===== src/rtl/seq_alu_if.sv =====
// Operand/opcode request channel and result/flag response channel of seq_alu.
// The master drives operands and consumes results; the slave is the ALU.
interface seq_alu_if #(
  parameter int WIDTH = 12
);
  logic             in_valid;
  logic             in_ready;
  logic [WIDTH-1:0] a;
  logic [WIDTH-1:0] b;
  logic [3:0]       op;
  logic             out_valid;
  logic             out_ready;
  logic [WIDTH-1:0] z;
  logic             carry;
  logic             sign;
  logic             ov;
  logic             zero;
  logic             err;

  modport master (
    output in_valid, a, b, op, out_ready,
    input  in_ready, out_valid, z, carry, sign, ov, zero, err
  );

  modport slave (
    input  in_valid, a, b, op, out_ready,
    output in_ready, out_valid, z, carry, sign, ov, zero, err
  );
endinterface


===== src/rtl/seq_alu.sv =====
// Registered, handshaked ALU with an iterative shift-add unsigned multiplier.
// Defining SEQ_ALU_STICKY_OV_EN adds the ov_clr input and ov_sticky output.
module seq_alu #(
  parameter int WIDTH = 12
) (
  input  logic clk,
  input  logic rst_n,
`ifdef SEQ_ALU_STICKY_OV_EN
  input  logic ov_clr,
  output logic ov_sticky,
`endif
  seq_alu_if.slave bus
);

  localparam int MSB = WIDTH - 1;
  localparam int CW  = $clog2(WIDTH + 1);

  typedef enum logic [1:0] {
    IDLE = 2'd0,
    EXEC = 2'd1,
    DONE = 2'd2
  } state_t;

  state_t             state_q, state_d;
  logic [WIDTH-1:0]   z_q;
  logic               carry_q;
  logic               ov_q;
  logic               zero_q;
  logic               err_q;
  logic [WIDTH-1:0]   mcand_q, mcand_d;
  logic [2*WIDTH-1:0] prod_q, prod_d;
  logic [CW-1:0]      count_q, count_d;

  logic [WIDTH:0]     sumW;
  logic [WIDTH:0]     diffW;
  logic [WIDTH-1:0]   negA;
  logic [WIDTH-1:0]   aluZ;
  logic               aluCarry;
  logic               aluOv;
  logic               aluErr;

  logic [WIDTH:0]     partial;
  logic [2*WIDTH-1:0] prodStep;

  logic               loadRes;
  logic [WIDTH-1:0]   resZ;
  logic               resCarry;
  logic               resOv;
  logic               resErr;

  assign sumW  = {1'b0, bus.a} + {1'b0, bus.b};
  assign diffW = {1'b0, bus.a} - {1'b0, bus.b};
  assign negA  = '0 - bus.a;

  always_comb begin
    aluZ     = '0;
    aluCarry = 1'b0;
    aluOv    = 1'b0;
    aluErr   = 1'b0;
    case (bus.op)
      4'd0: begin
        aluZ  = bus.a[MSB] ? negA : bus.a;
        // Only the most negative value stays negative after negation
        aluOv = bus.a[MSB] & negA[MSB];
      end
      4'd1: begin
        aluZ     = {bus.b[WIDTH-2:0], 1'b0};
        aluCarry = bus.b[MSB];
        aluOv    = bus.b[MSB] ^ bus.b[MSB-1];
      end
      4'd2: aluZ = bus.a & bus.b;
      4'd3: aluZ = bus.a | bus.b;
      4'd4: aluZ = bus.a ^ bus.b;
      4'd5: aluZ = ~bus.a;
      4'd6: begin
        aluZ     = sumW[WIDTH-1:0];
        aluCarry = sumW[WIDTH];
        aluOv    = (bus.a[MSB] == bus.b[MSB]) && (sumW[MSB] != bus.a[MSB]);
      end
      4'd7: begin
        aluZ     = diffW[WIDTH-1:0];
        aluCarry = diffW[WIDTH];
        aluOv    = (bus.a[MSB] != bus.b[MSB]) && (diffW[MSB] != bus.a[MSB]);
      end
      4'd8: aluZ = '0;
      default: aluErr = 1'b1;
    endcase
  end

  // Upper half accumulates, lower half holds the not-yet-consumed multiplier bits
  assign partial  = {1'b0, prod_q[2*WIDTH-1:WIDTH]}
                  + (prod_q[0] ? {1'b0, mcand_q} : {(WIDTH+1){1'b0}});
  assign prodStep = {partial, prod_q[WIDTH-1:1]};

  always_comb begin
    state_d  = state_q;
    prod_d   = prod_q;
    mcand_d  = mcand_q;
    count_d  = count_q;
    loadRes  = 1'b0;
    resZ     = aluZ;
    resCarry = aluCarry;
    resOv    = aluOv;
    resErr   = aluErr;
    case (state_q)
      IDLE: begin
        if (bus.in_valid) begin
          if (bus.op == 4'd8) begin
            mcand_d = bus.a;
            prod_d  = {{WIDTH{1'b0}}, bus.b};
            count_d = CW'(WIDTH);
            state_d = EXEC;
          end else begin
            loadRes = 1'b1;
            state_d = DONE;
          end
        end
      end
      EXEC: begin
        prod_d  = prodStep;
        count_d = count_q - CW'(1);
        // The final iteration and the result register share one edge
        if (count_q == CW'(1)) begin
          loadRes  = 1'b1;
          resZ     = prodStep[WIDTH-1:0];
          resCarry = |prodStep[2*WIDTH-1:WIDTH];
          resOv    = |prodStep[2*WIDTH-1:WIDTH];
          resErr   = 1'b0;
          state_d  = DONE;
        end
      end
      DONE: begin
        if (bus.out_ready) begin
          state_d = IDLE;
        end
      end
      default: state_d = IDLE;
    endcase
  end

  always_ff @(posedge clk or negedge rst_n) begin
    if (!rst_n) begin
      state_q <= IDLE;
      z_q     <= '0;
      carry_q <= 1'b0;
      ov_q    <= 1'b0;
      zero_q  <= 1'b0;
      err_q   <= 1'b0;
      mcand_q <= '0;
      prod_q  <= '0;
      count_q <= '0;
    end else begin
      state_q <= state_d;
      mcand_q <= mcand_d;
      prod_q  <= prod_d;
      count_q <= count_d;
      if (loadRes) begin
        z_q     <= resZ;
        carry_q <= resCarry;
        ov_q    <= resOv;
        zero_q  <= (resZ == '0);
        err_q   <= resErr;
      end
    end
  end

`ifdef SEQ_ALU_STICKY_OV_EN
  logic ovSticky_q;

  // A new overflow takes priority over a simultaneous clear
  always_ff @(posedge clk or negedge rst_n) begin
    if (!rst_n) begin
      ovSticky_q <= 1'b0;
    end else if (loadRes && resOv) begin
      ovSticky_q <= 1'b1;
    end else if (ov_clr) begin
      ovSticky_q <= 1'b0;
    end
  end

  assign ov_sticky = ovSticky_q;
`endif

  assign bus.in_ready  = (state_q == IDLE);
  assign bus.out_valid = (state_q == DONE);
  assign bus.z         = z_q;
  assign bus.carry     = carry_q;
  assign bus.sign      = z_q[MSB];
  assign bus.ov        = ov_q;
  assign bus.zero      = zero_q;
  assign bus.err       = err_q;

endmodule


===== src/flat_wrapper.sv =====
// flat-port wrapper written by rule: the top's interface ports become plain ports
module seq_alu_flat 
#(
  parameter int WIDTH = 12
)
  (clk, rst_n, bus_in_valid, bus_a, bus_b, bus_op, bus_out_ready, bus_in_ready, bus_out_valid, bus_z, bus_carry, bus_sign, bus_ov, bus_zero, bus_err);
  seq_alu_if #(.WIDTH(WIDTH)) bus_i ();
  input  logic clk;
  input  logic rst_n;
  input wire logic [$bits(bus_i.in_valid)-1:0] bus_in_valid;
  input wire logic [$bits(bus_i.a)-1:0] bus_a;
  input wire logic [$bits(bus_i.b)-1:0] bus_b;
  input wire logic [$bits(bus_i.op)-1:0] bus_op;
  input wire logic [$bits(bus_i.out_ready)-1:0] bus_out_ready;
  output wire logic [$bits(bus_i.in_ready)-1:0] bus_in_ready;
  output wire logic [$bits(bus_i.out_valid)-1:0] bus_out_valid;
  output wire logic [$bits(bus_i.z)-1:0] bus_z;
  output wire logic [$bits(bus_i.carry)-1:0] bus_carry;
  output wire logic [$bits(bus_i.sign)-1:0] bus_sign;
  output wire logic [$bits(bus_i.ov)-1:0] bus_ov;
  output wire logic [$bits(bus_i.zero)-1:0] bus_zero;
  output wire logic [$bits(bus_i.err)-1:0] bus_err;
  assign bus_i.in_valid = bus_in_valid;
  assign bus_i.a = bus_a;
  assign bus_i.b = bus_b;
  assign bus_i.op = bus_op;
  assign bus_i.out_ready = bus_out_ready;
  assign bus_in_ready = bus_i.in_ready;
  assign bus_out_valid = bus_i.out_valid;
  assign bus_z = bus_i.z;
  assign bus_carry = bus_i.carry;
  assign bus_sign = bus_i.sign;
  assign bus_ov = bus_i.ov;
  assign bus_zero = bus_i.zero;
  assign bus_err = bus_i.err;
  seq_alu #(.WIDTH(WIDTH)) u_core (.clk(clk), .rst_n(rst_n), .bus(bus_i));
endmodule

===== config.mk =====
export PLATFORM = sky130hd
export DESIGN_NAME = seq_alu_flat
export DESIGN_NICKNAME = d
export VERILOG_FILES = /design/src/rtl/seq_alu_if.sv /design/src/rtl/seq_alu.sv /design/src/flat_wrapper.sv
export SDC_FILE = /design/constraint.sdc
export NUM_CORES = 1
export LEC_CHECK = 0
export CAP_MARGIN = 20
export CORE_MARGIN = 2
export CORE_UTILIZATION = 35
export CTS_CLUSTER_SIZE = 10
export DETAILED_ROUTE_END_ITERATION = 10
export GPL_ROUTABILITY_DRIVEN = 0
export GPL_TIMING_DRIVEN = 0
export PLACE_DENSITY = 0.59
export SLEW_MARGIN = 20
export SYNTH_ARGS = -nofsm -noshare
export SYNTH_HDL_FRONTEND = slang
export SYNTH_SLANG_ARGS = --single-unit

===== constraint.sdc =====
create_clock -name clk -period 3.5 [get_ports clk]
set_input_delay 0.525 -clock clk [delete_from_list [all_inputs] [get_ports clk]]
set_output_delay 0.525 -clock clk [all_outputs]
set_load 0.1 [all_outputs]

# Word-level counts from Yosys, hierarchy flattened
# Index checks and enable logic that the tools add are counted.
[totals]
out_inout_bits = 19
register_bits = 58
inputBits = 32
[classes]
n_mux = 29
n_reduce_logical = 11
eq_ne = 19
bitwise = 6
add_sub_neg = 5
[op_table]
columns = ["op", "n"]
rows = [
  ["$pmux W12 S8", 1],
  ["$mux W12", 4],
  ["$mux W24", 2],
  ["$pmux W24 S2", 1],
  ["$eq A4 B3 Y1 const B", 4],
  ["$add A12 B12 Y13", 1],
  ["$add A12 B13 Y13", 1],
  ["$sub A12 B12 Y13", 1],
  ["$and A12 B12 Y12", 1],
  ["$logic_not A12 Y1", 1],
  ["$not A12 Y12", 1],
  ["$or A12 B12 Y12", 1],
  ["$reduce_or A12 Y1", 1],
  ["$sub A1 B12 Y12 const A", 1],
  ["$xor A12 B12 Y12", 1],
  ["$mux W1", 10],
  ["$reduce_and A3 Y1", 3],
  ["$reduce_or A9 Y1", 1],
  ["$eq A4 B1 Y1 const B", 2],
  ["$eq A4 B2 Y1 const B", 2],
  ["$mux W2", 4],
  ["$mux W4", 2],
  ["$pmux W4 S2", 1],
  ["$pmux W2 S3", 1],
  ["other kinds (17)", 22],
]

# Depth between registers and ports, before layout
# Gate-level depths: netlist (run 1).
[logic_depth]
ltp_word = 6
depth_mapped = 12

# Least setup slack after synthesis (run 1)
# No wires, ideal clock.
[synth_timing]
kind = "register to register"
start = "register u_core.state_q[1]"
end = "register u_core.zero_q (netlist: u_core.bus.zero)"
setup_ps = 71
arrival_ps = 2905
stages_incl_launch_ff = 7
path_slack_ps = 524
synth_period_minus_slack_ps = 2976
cell_sequence = "dfrtp_1 > nor2_1 > nand3_2 > o32ai_1 > nand4_1 > nor4b_2 > a32o_1"
[synth_between]
word_cells_on_any_way = 5
cone_classes = "eq/ne: 1; mux: 2; reduce/logical: 2"
[synth_rtl]
columns = ["element", "line", "text"]
rows = [
  ["start, declared", "seq_alu.sv:24", "state_t state_q, state_d;"],
  ["start signal, assigned", "seq_alu.sv:153", "state_q <= state_d;"],
  ["$logic_not A2 Y1", "n/a", ""],
  ["net bus_in_ready", "flat_wrapper.sv:15", "output wire logic [$bits(bus_i.in_ready)-1:0] bus_in_ready;"],
  ["$pmux W1 S2", "seq_alu.sv:105", "case (state_q)"],
  ["end signal, assigned", "seq_alu.sv:161", "zero_q <= (resZ == '0);"],
  ["end, declared", "seq_alu.sv:28", "logic zero_q;"],
]
# The timed path passes the listed nets, and every way through them passes these cells.
# A chain may end at the register's enable or synchronous reset.

# Final worst setup path (run 1)
[layout_timing]
start = "input bus_a[8]"
end = "register u_core.zero_q (netlist: u_core.bus.zero)"
[layout_between]
elab_chain_len = 6
word_cells_on_any_way = 12
cone_classes = "add/sub: 3; mux: 4; bitwise: 4; reduce/logical: 1"
[layout_lines]
columns = ["element", "line", "text"]
rows = [
  ["start, declared", "flat_wrapper.sv:11", "input wire logic [$bits(bus_i.a)-1:0] bus_a;"],
  ["$sub A1 B12 Y12", "seq_alu.sv:53", "assign negA = '0 - bus.a;"],
  ["$mux W12", "seq_alu.sv:62", "aluZ = bus.a[MSB] ? negA : bus.a;"],
  ["$pmux W12 S8 (*)", "seq_alu.sv:60", "case (bus.op)"],
  ["$mux W12", "seq_alu.sv:123", "if (count_q == CW'(1)) begin"],
  ["$mux W12 (*)", "seq_alu.sv:105", ""],
  ["$logic_not A12 Y1 (*)", "seq_alu.sv:161", ""],
]
# Mark *: on every way between the ends. The rest lies on a longest branch, timed or not.

==> summary.txt, run 1 <==
Run status
  • Outcome: completed

Route
  • Post-DRT Antenna Nets: 0
  • Routed WL: about 19000 um
  • Wire length per cell: around 19 um
  • Vias: around 6k
  • DR iter-0 viols: roughly 540
  • Pre-Repair DR Iteration Count: 5
  • DRC violations left: 0
  • Drt via density: between 5 and 6

Critical path
  • Top cell by count, worst path: inv_1
  • Max stage delay on crit path: ~640 ps
  • Crit start category: input port
  • Largest delay contributor family on the critical path: buffers and inverters
  • CP endpoint kind: flip-flop
  • Worst path cell trace: clkdlybuf4s50_1 > inv_1 > ha_1 > clkbuf_1 > inv_1 > o41ai_2 > xnor2_1 > nand2_1 > a31oi_1 > nor4b_2 > a32o_1
  • Crit path DAT: roughly 3600 ps
  • Worst Path Max Fanout: 10
  • Crit path required time: around 3700 ps
  • Worst path bufs/invs: 4
  • Setup Crit Path Kind: input port to flip-flop
  • Critical Path Slowest Stage Cell: clkdlybuf4s50_1
  • Reg2reg setup slack: about 430 ps

Global route
  • Met2 usage: 36.0%
  • M3 GR Usage: 3.69%
  • Met1 usage: 30.1%
  • Tot GR Track Use: between 20% and 30%
  • Largest net degree at the start of global routing: between 50 and 60
  • Total congestion overflow: 0
  • First-pass GRT wire length: approximately 31000 um
  • Vias in the first global route: between 5k and 6k
  • Grt peak-use layer: met2
  • Initial antenna violation count: 0

Timing
  • Final period demand of the worst path: between 3000 and 4000 ps
  • Endpoints failing setup: 0
  • Final Max Tran Viols: 0
  • Final cycle utilization of the critical path: between 90% and 100%
  • Clock skew: 4.95 ps
  • Setup WS post-layout: between 150 and 200 ps
  • Fin Setup TNS: 0 ps
  • Slew @ Worst Pin: between 1000 and 1500 ps
  • F_max: between 200 and 300 MHz
  • Relative slew margins: a little under a quarter
  • Final Hold Fails: 0
  • RSZ-0062 raised after global routing: no
  • Hold WS: ~470 ps

Logic synthesis
  • Mean cell area of the mapped netlist: ~7.9 sq um
  • Sequential area share after synthesis: 24.7%
  • Synth Register Bits: 58
  • Net count after synthesis: roughly 830
  • Post-Synthesis Cell Area: around 0.006 sq mm
  • Yosys warns: 0
  • Synth cell types: 84
  • Synthesized instance count: 745
  • Async SR Flop Fraction: 100%
  • Post-synth EDFFs: 0
  • Leading register cell type out of synthesis: dfrtp_1

Placement
  • Placed cell area: between 0.006 and 0.007 sq mm
  • Post-Place Worst Slack: -360 ps
  • Port Buf Inserts: 49
  • Post-DP HPWL: 15100 um
  • Placed instance count: slightly above 1k

Power and ir drop
  • P_sw: about 1.5 mW
  • P_int: between 2 and 2.5 mW
  • Clock power frac: a little over a quarter
  • Sequential share of power: 28.8%
  • Pwr/cell area: just over 500 mW/mm^2
  • Peak supply drop: 264 uV
  • Comb pwr share: ~44%
  • P_leak: about 3.1 nW
  • Net Sw Frac: between 40% and 50%

Floorplan
  • Die area: 0.0179 sq mm
  • Core area: 0.0165 sq mm
  • Die span in y: between 100 and 150 um
  • Die Wd: ~130 um
  • Io pins: 51
  • Starting Density: between 30% and 40%
  • Core Rows: 47

Layout
  • Area growth from synthesis to layout: 19.8%
  • Filler-free cell count of the finished design: 1033
  • Post-route cell area: 0.00705 sq mm
  • ANT cells: 0
  • Most common cell after layout, fill and taps aside: nand2_1
  • Nets: about 900
  • Most frequent cells in the layout: 83 x nand2_1, 58 x dfrtp_1, 57 x o21ai_0, 54 x ha_1, 52 x a21oi_1
  • Share of post-route cells with drive strength above 1: about a tenth
  • FILL cells: approximately 1.7k

Clock tree
  • H-tree Lvls: 3
  • CTS root buf: clkbuf_16
  • Deepest clock path buffer count: 2
  • Clk_lat worst skew: between 300 and 400 ps
  • Clock sinks: 58
  • Clock transition at path regs: 60 ps
  • CTS Buf Count: 9
  • CTS tree: done

Flow run
  • Max_cap viols: 0

Worst hold path
  • Worst Hold Class: flip-flop to flip-flop
==> cell usage after synthesis, drive strengths merged (8+ instances only) <==
master | instances | area [sq um]
a211oi | 13 | 103
a21o | 8 | 60.1
a21oi | 52 | 260
a31oi | 11 | 68.8
and2 | 14 | 87.6
buf | 34 | 216
clkbuf | 15 | 56.3
dfrtp | 58 | 1450
ha | 54 | 676
inv | 45 | 169
mux2i | 9 | 90.1
nand2 | 83 | 312
nand2b | 15 | 93.8
nand3 | 32 | 170
nor2 | 51 | 191
nor2b | 11 | 68.8
nor3 | 23 | 120
o211ai | 9 | 67.6
o21ai | 65 | 325
xnor2 | 15 | 131
xor2 | 9 | 78.8
==> per-stage QoR <==
step / utilization [%] / total power, mW
CTS: 42.4 / 3.57
global placement: 40.3 / 2.58
global route: 42.7 / 3.79
floorplan: - / 2.14
detailed placement: 40.4 / 2.59
finish: 42.7 / 3.57
==> cells by family after synthesis <==
logic type	count (synthesis)	share of synthesized area (%)
multiplexers	10	1.72
flip-flops	58	24.7
AND/OR/NAND/NOR	277	24.9
buffers and inverters	94	7.50
AO/OA/AOI/OAI	225	25.1
adder cells (fa/ha/maj)	57	12.5
XOR/XNOR	24	3.57
==> area by class of cell <==
cell class | count | area, sq um | share of cell area (%)
buffer | 49 | 274 | 3.89
multi-input combinational | 593 | 4020 | 57.0
clock inverter | 7 | 101 | 1.44
timing repair buffer | 52 | 539 | 7.65
inverter | 45 | 169 | 2.40
sequential | 58 | 1450 | 20.6
clock buffer | 9 | 225 | 3.19
tap | 220 | 275 | 3.90
==> worst register-to-register path, cell delays in order (launching register included) <==
cell	delay [ps]
dfrtp_1	390
clkbuf_1	270
nand2_1	150
inv_1	80
ha_1	230
a211oi_1	300
o21ai_1	160
a31oi_1	220
xor2_1	230
and4_1	220
nand3_1	120
o31ai_2	410
o211ai_1	140
==> timing repair <==
| action | in CTS | in global routing |
|---|---|---|
| endpoints found under the hold margin | 2 | 0 |
| buffers inserted | 0 | 1 |
| pin swaps | 0 | 1 |
| gates resized for setup | 1 | 11 |
| setup endpoints to repair | 1 | 5 |
| hold buffers | 1 | 0 |
==> path summary, 6_finish.rpt <==
path                                   from                 to  depth (start not counted)
max                                bus_a[8]    u_core.bus.zero                         11
min                         u_core.bus.z[1]    u_core.bus.z[1]                          2
max reg2reg                u_core.prod_q[0]   u_core.bus.carry                         12
min reg2reg                 u_core.bus.z[1]    u_core.bus.z[1]                          2
max in group asynchronous             rst_n   u_core.bus.carry                          3
min in group asynchronous             rst_n  u_core.count_q[1]                          2
==> registers in the layout, summed over array words and instances (netlist names) <==
name              flops
u_core.state_q        2
u_core.bus.carry      1
u_core.bus.err        1
u_core.bus.zero       1
u_core.mcand_q       12
u_core.bus.z         12
u_core.prod_q        24
u_core.count_q        4
u_core.bus.ov         1
==> power by group through the flow <==
| stage | sequential [mW] | combinational, mW | clock (mW) |
|---|---|---|---|
| after detailed placement | 1.04 | 1.55 | 0 |
| after global routing | 1.06 | 1.72 | 1.01 |
| after CTS | 1.03 | 1.56 | 0.983 |
| final | 1.03 | 1.57 | 0.962 |
| after floorplan | 1.32 | 0.817 | 0 |
| after global placement | 1.03 | 1.54 | 0 |
==> metal layers <==
metal  up-vias  wire [um]
li1       2805          -
met1      2781       8700
met2       208       8910
met3        46        977
met4         0        659
met5         -          0
(Power assumes the default switching activity.)
==> run 2, diff against run 1 <==
--- a/config.mk
+++ b/config.mk
@@ -13,7 +13,7 @@
 export GPL_ROUTABILITY_DRIVEN = 0
 export GPL_TIMING_DRIVEN = 0
 export PLACE_DENSITY = 0.59
-export SLEW_MARGIN = 20
+export SLEW_MARGIN = 15
 export SYNTH_ARGS = -nofsm -noshare
 export SYNTH_HDL_FRONTEND = slang
 export SYNTH_SLANG_ARGS = --single-unit
==> summary.txt, run 2 (synthesis results as in run 1) <==
Critical path
  • R2r startpoint: u_core.prod_q[0] (unchanged)
  • Max stage delay on crit path: 630 ps (was 640 ps)
  • Crit path DAT: 3550 ps (was 3570 ps)
  • Worst path cell trace: clkdlybuf4s50_1 > inv_1 > ha_1 > clkbuf_1 > inv_1 > o41ai_2 > xnor2_1 > nand2_1 > a31oi_1 > nor4b_2 > a32o_1 (unchanged)
  • Critical Path Slowest Stage Cell: clkdlybuf4s50_1 (unchanged)
  • Crit path required time: 3720 ps (was 3730 ps)
  • Setup Crit Path Kind: input port to flip-flop (unchanged)
  • Top cell by count, worst path: inv_1 (unchanged)
  • Reg2reg setup slack: 410 ps (was 430 ps)
  • Reg2Reg Depth: 12 (unchanged)
  • Largest delay contributor family on the critical path: buffers and inverters (unchanged)
  • CP endpoint kind: flip-flop (unchanged)
  • Worst Path Max Fanout: 10 (unchanged)
  • Crit start category: input port (unchanged)
  • Worst reg2reg endpoint: u_core.bus.carry (unchanged)
  • Worst path bufs/invs: 4 (unchanged)

Floorplan
  • Die area: 0.0179 sq mm (unchanged)
  • Die Wd: 134 um (unchanged)
  • Die span in y: 134 um (unchanged)
  • Core Rows: 47 (unchanged)
  • Starting Density: 35.6% (unchanged)
  • Core area: 0.0165 sq mm (unchanged)
  • Io pins: 51 (unchanged)

Timing
  • Relative slew margins: 24.3% (was 23.0%)
  • Slew @ Worst Pin: 1130 ps (was 1150 ps)
  • Final period demand of the worst path: 3330 ps (was 3350 ps)
  • Final cycle utilization of the critical path: 95.2% (was 95.7%)
  • Hold WS: 269 ps (was 467 ps)
  • RSZ-0062 raised after global routing: no (unchanged)
  • Final Hold Fails: 0 (unchanged)
  • F_max: 300 MHz (was 299 MHz)
  • Endpoints failing setup: 0 (unchanged)
  • Final Max Tran Viols: 0 (unchanged)
  • Clock skew: 5.92 ps (was 4.95 ps)
  • Setup WS post-layout: 167 ps (was 152 ps)

Placement
  • Placed cell area: 0.00665 sq mm (was 0.00668 sq mm)
  • Post-DP HPWL: 15100 um (about the same)
  • Post-Place Worst Slack: -359 ps (was -360 ps)
  • Port Buf Inserts: 49 (unchanged)

Power and ir drop
  • Peak supply drop: 278 uV (was 264 uV)
  • Sequential share of power: 29.5% (was 28.8%)
  • P_sw: 1.52 mW (was 1.54 mW)
  • Comb pwr share: 44.8% (was 44.2%)
  • Design Power: 3.50 mW (was 3.57 mW)
  • P_int: 1.98 mW (was 2.03 mW)
  • Pwr/cell area: 500 mW/mm^2 (was 506 mW/mm^2)
  • P_leak: 3.07 nW (was 3.08 nW)
  • Clock power frac: 25.6% (was 27.0%)
  • Net Sw Frac: 43.4% (was 43.1%)

Layout
  • Most common cell after layout, fill and taps aside: nand2_1 (unchanged)
  • Area growth from synthesis to layout: 19.0% (was 19.8%)
  • Top reg by flops: u_core.prod_q (unchanged)
  • Most frequent cells in the layout: 83 x nand2_1, 58 x dfrtp_1, 57 x o21ai_0, 54 x ha_1, 52 x a21oi_1 (unchanged)
  • FILL cells: 1714 (was 1705)
  • Post-route cell area: 0.00700 sq mm (was 0.00705 sq mm)
  • Max FFs per register: 24 (unchanged)
  • Share of post-route cells with drive strength above 1: 9.01% (was 9.35%)
  • ANT cells: 0 (unchanged)
  • Fin util: 42.4% (was 42.7%)
  • Nets: 894 (was 897)

Global route
  • Tot GR Track Use: 22.2% (was 22.4%)
  • Total congestion overflow: 0 (unchanged)
  • Largest net degree at the start of global routing: 59 (was 57)
  • First-pass GRT wire length: 31200 um (was 31400 um)
  • Initial antenna violation count: 0 (unchanged)
  • Vias in the first global route: 5767 (was 5799)

Clock tree
  • Clk_lat worst skew: 330 ps (about the same)
  • CTS tree: done (unchanged)
  • Clock transition at path regs: 50 ps (was 60 ps)
  • Clock sinks: 58 (unchanged)
  • Setup Buffers After CTS: 0 (unchanged)
  • H-tree Lvls: 3 (unchanged)
  • CTS Buf Count: 9 (unchanged)
  • CTS root buf: clkbuf_16 (unchanged)
  • Deepest clock path buffer count: 2 (unchanged)

Route
  • Routed WL: 19300 um (was 19200 um)
  • Wire length per cell: 18.7 um (was 18.6 um)
  • Post-DRT Antenna Nets: 0 (unchanged)
  • Vias: 5805 (was 5840)
  • DR iter-0 viols: 506 (was 543)
  • Drt via density: 5.64 (was 5.65)
  • DRC violations left: 0 (unchanged)
  • Pre-Repair DR Iteration Count: 5 (unchanged)

Worst hold path
  • Worst Hold Class: input port to asynchronous set/reset pin (was flip-flop to flip-flop)

Run status
  • Outcome: completed (unchanged)

Flow run
  • Max_cap viols: 0 (unchanged)
==> run 2: layout make-up <==
cell class / instances / area [sq um] / share of cell area, %
inverter: 45 / 169 / 2.41
timing repair buffer: 49 / 499 / 7.13
tap: 220 / 275 / 3.93
clock inverter: 4 / 50.0 / 0.715
multi-input combinational: 593 / 4030 / 57.5
buffer: 49 / 274 / 3.91
clock buffer: 12 / 256 / 3.66
sequential: 58 / 1450 / 20.7
==> run 2: timing repair <==
item | in CTS | in global routing
setup endpoints to repair | 1 | 5
resized for setup | 1 | 14
hold buffers | 0 | 0
pin swaps | 0 | 1
==> run 2: worst max-delay path by stage <==
stage                           start               to  slack, ps  depth (start not counted)
floorplan           u_core.state_q[1]  u_core.bus.zero        520                          6
global placement             bus_a[1]  u_core.bus.zero       -370                         11
detailed placement           bus_a[1]  u_core.bus.zero       -360                         11
CTS                          bus_a[2]  u_core.bus.zero         50                         12
global route                 bus_b[1]  u_core.bus.zero         30                         11
finish                       bus_a[8]  u_core.bus.zero        170                         11
==> run 2: power by group through the flow <==
stage	clock network [mW]	logic [mW]	registers, mW
after global routing	0.948	1.71	1.06
after CTS	0.913	1.55	1.03
after floorplan	0	0.817	1.32
final	0.897	1.57	1.03
after global placement	0	1.54	1.03
after detailed placement	0	1.55	1.04
==> run 2: worst reg2reg max path: cells and delay by family (launching register included) <==
kind,cells,cell delay [ps]
XOR/XNOR,1,240
buffers and inverters,2,340
adder cells (fa/ha/maj),1,230
AND/OR/NAND/NOR,3,490
AO/OA/AOI/OAI,5,1250
flip-flops,1,390
==> run 2: through the flow <==
stage	instances	setup TNS [ps]
floorplan	745	0
global placement	1014	-1470
detailed placement	1014	-931
CTS	1030	0
global route	1030	0
finish	1030	0
==> run 2: layer usage <==
metal / vias to the layer above / global-route usage (%) / part of all wire [%]
met1: 2768 / 29.5 / 46
met4: 0 / 9.28 / 3.6
li1: 2806 / - / -
met2: 189 / 35.9 / 46
met5: - / 0 / 0
met3: 42 / 3.77 / 4.9
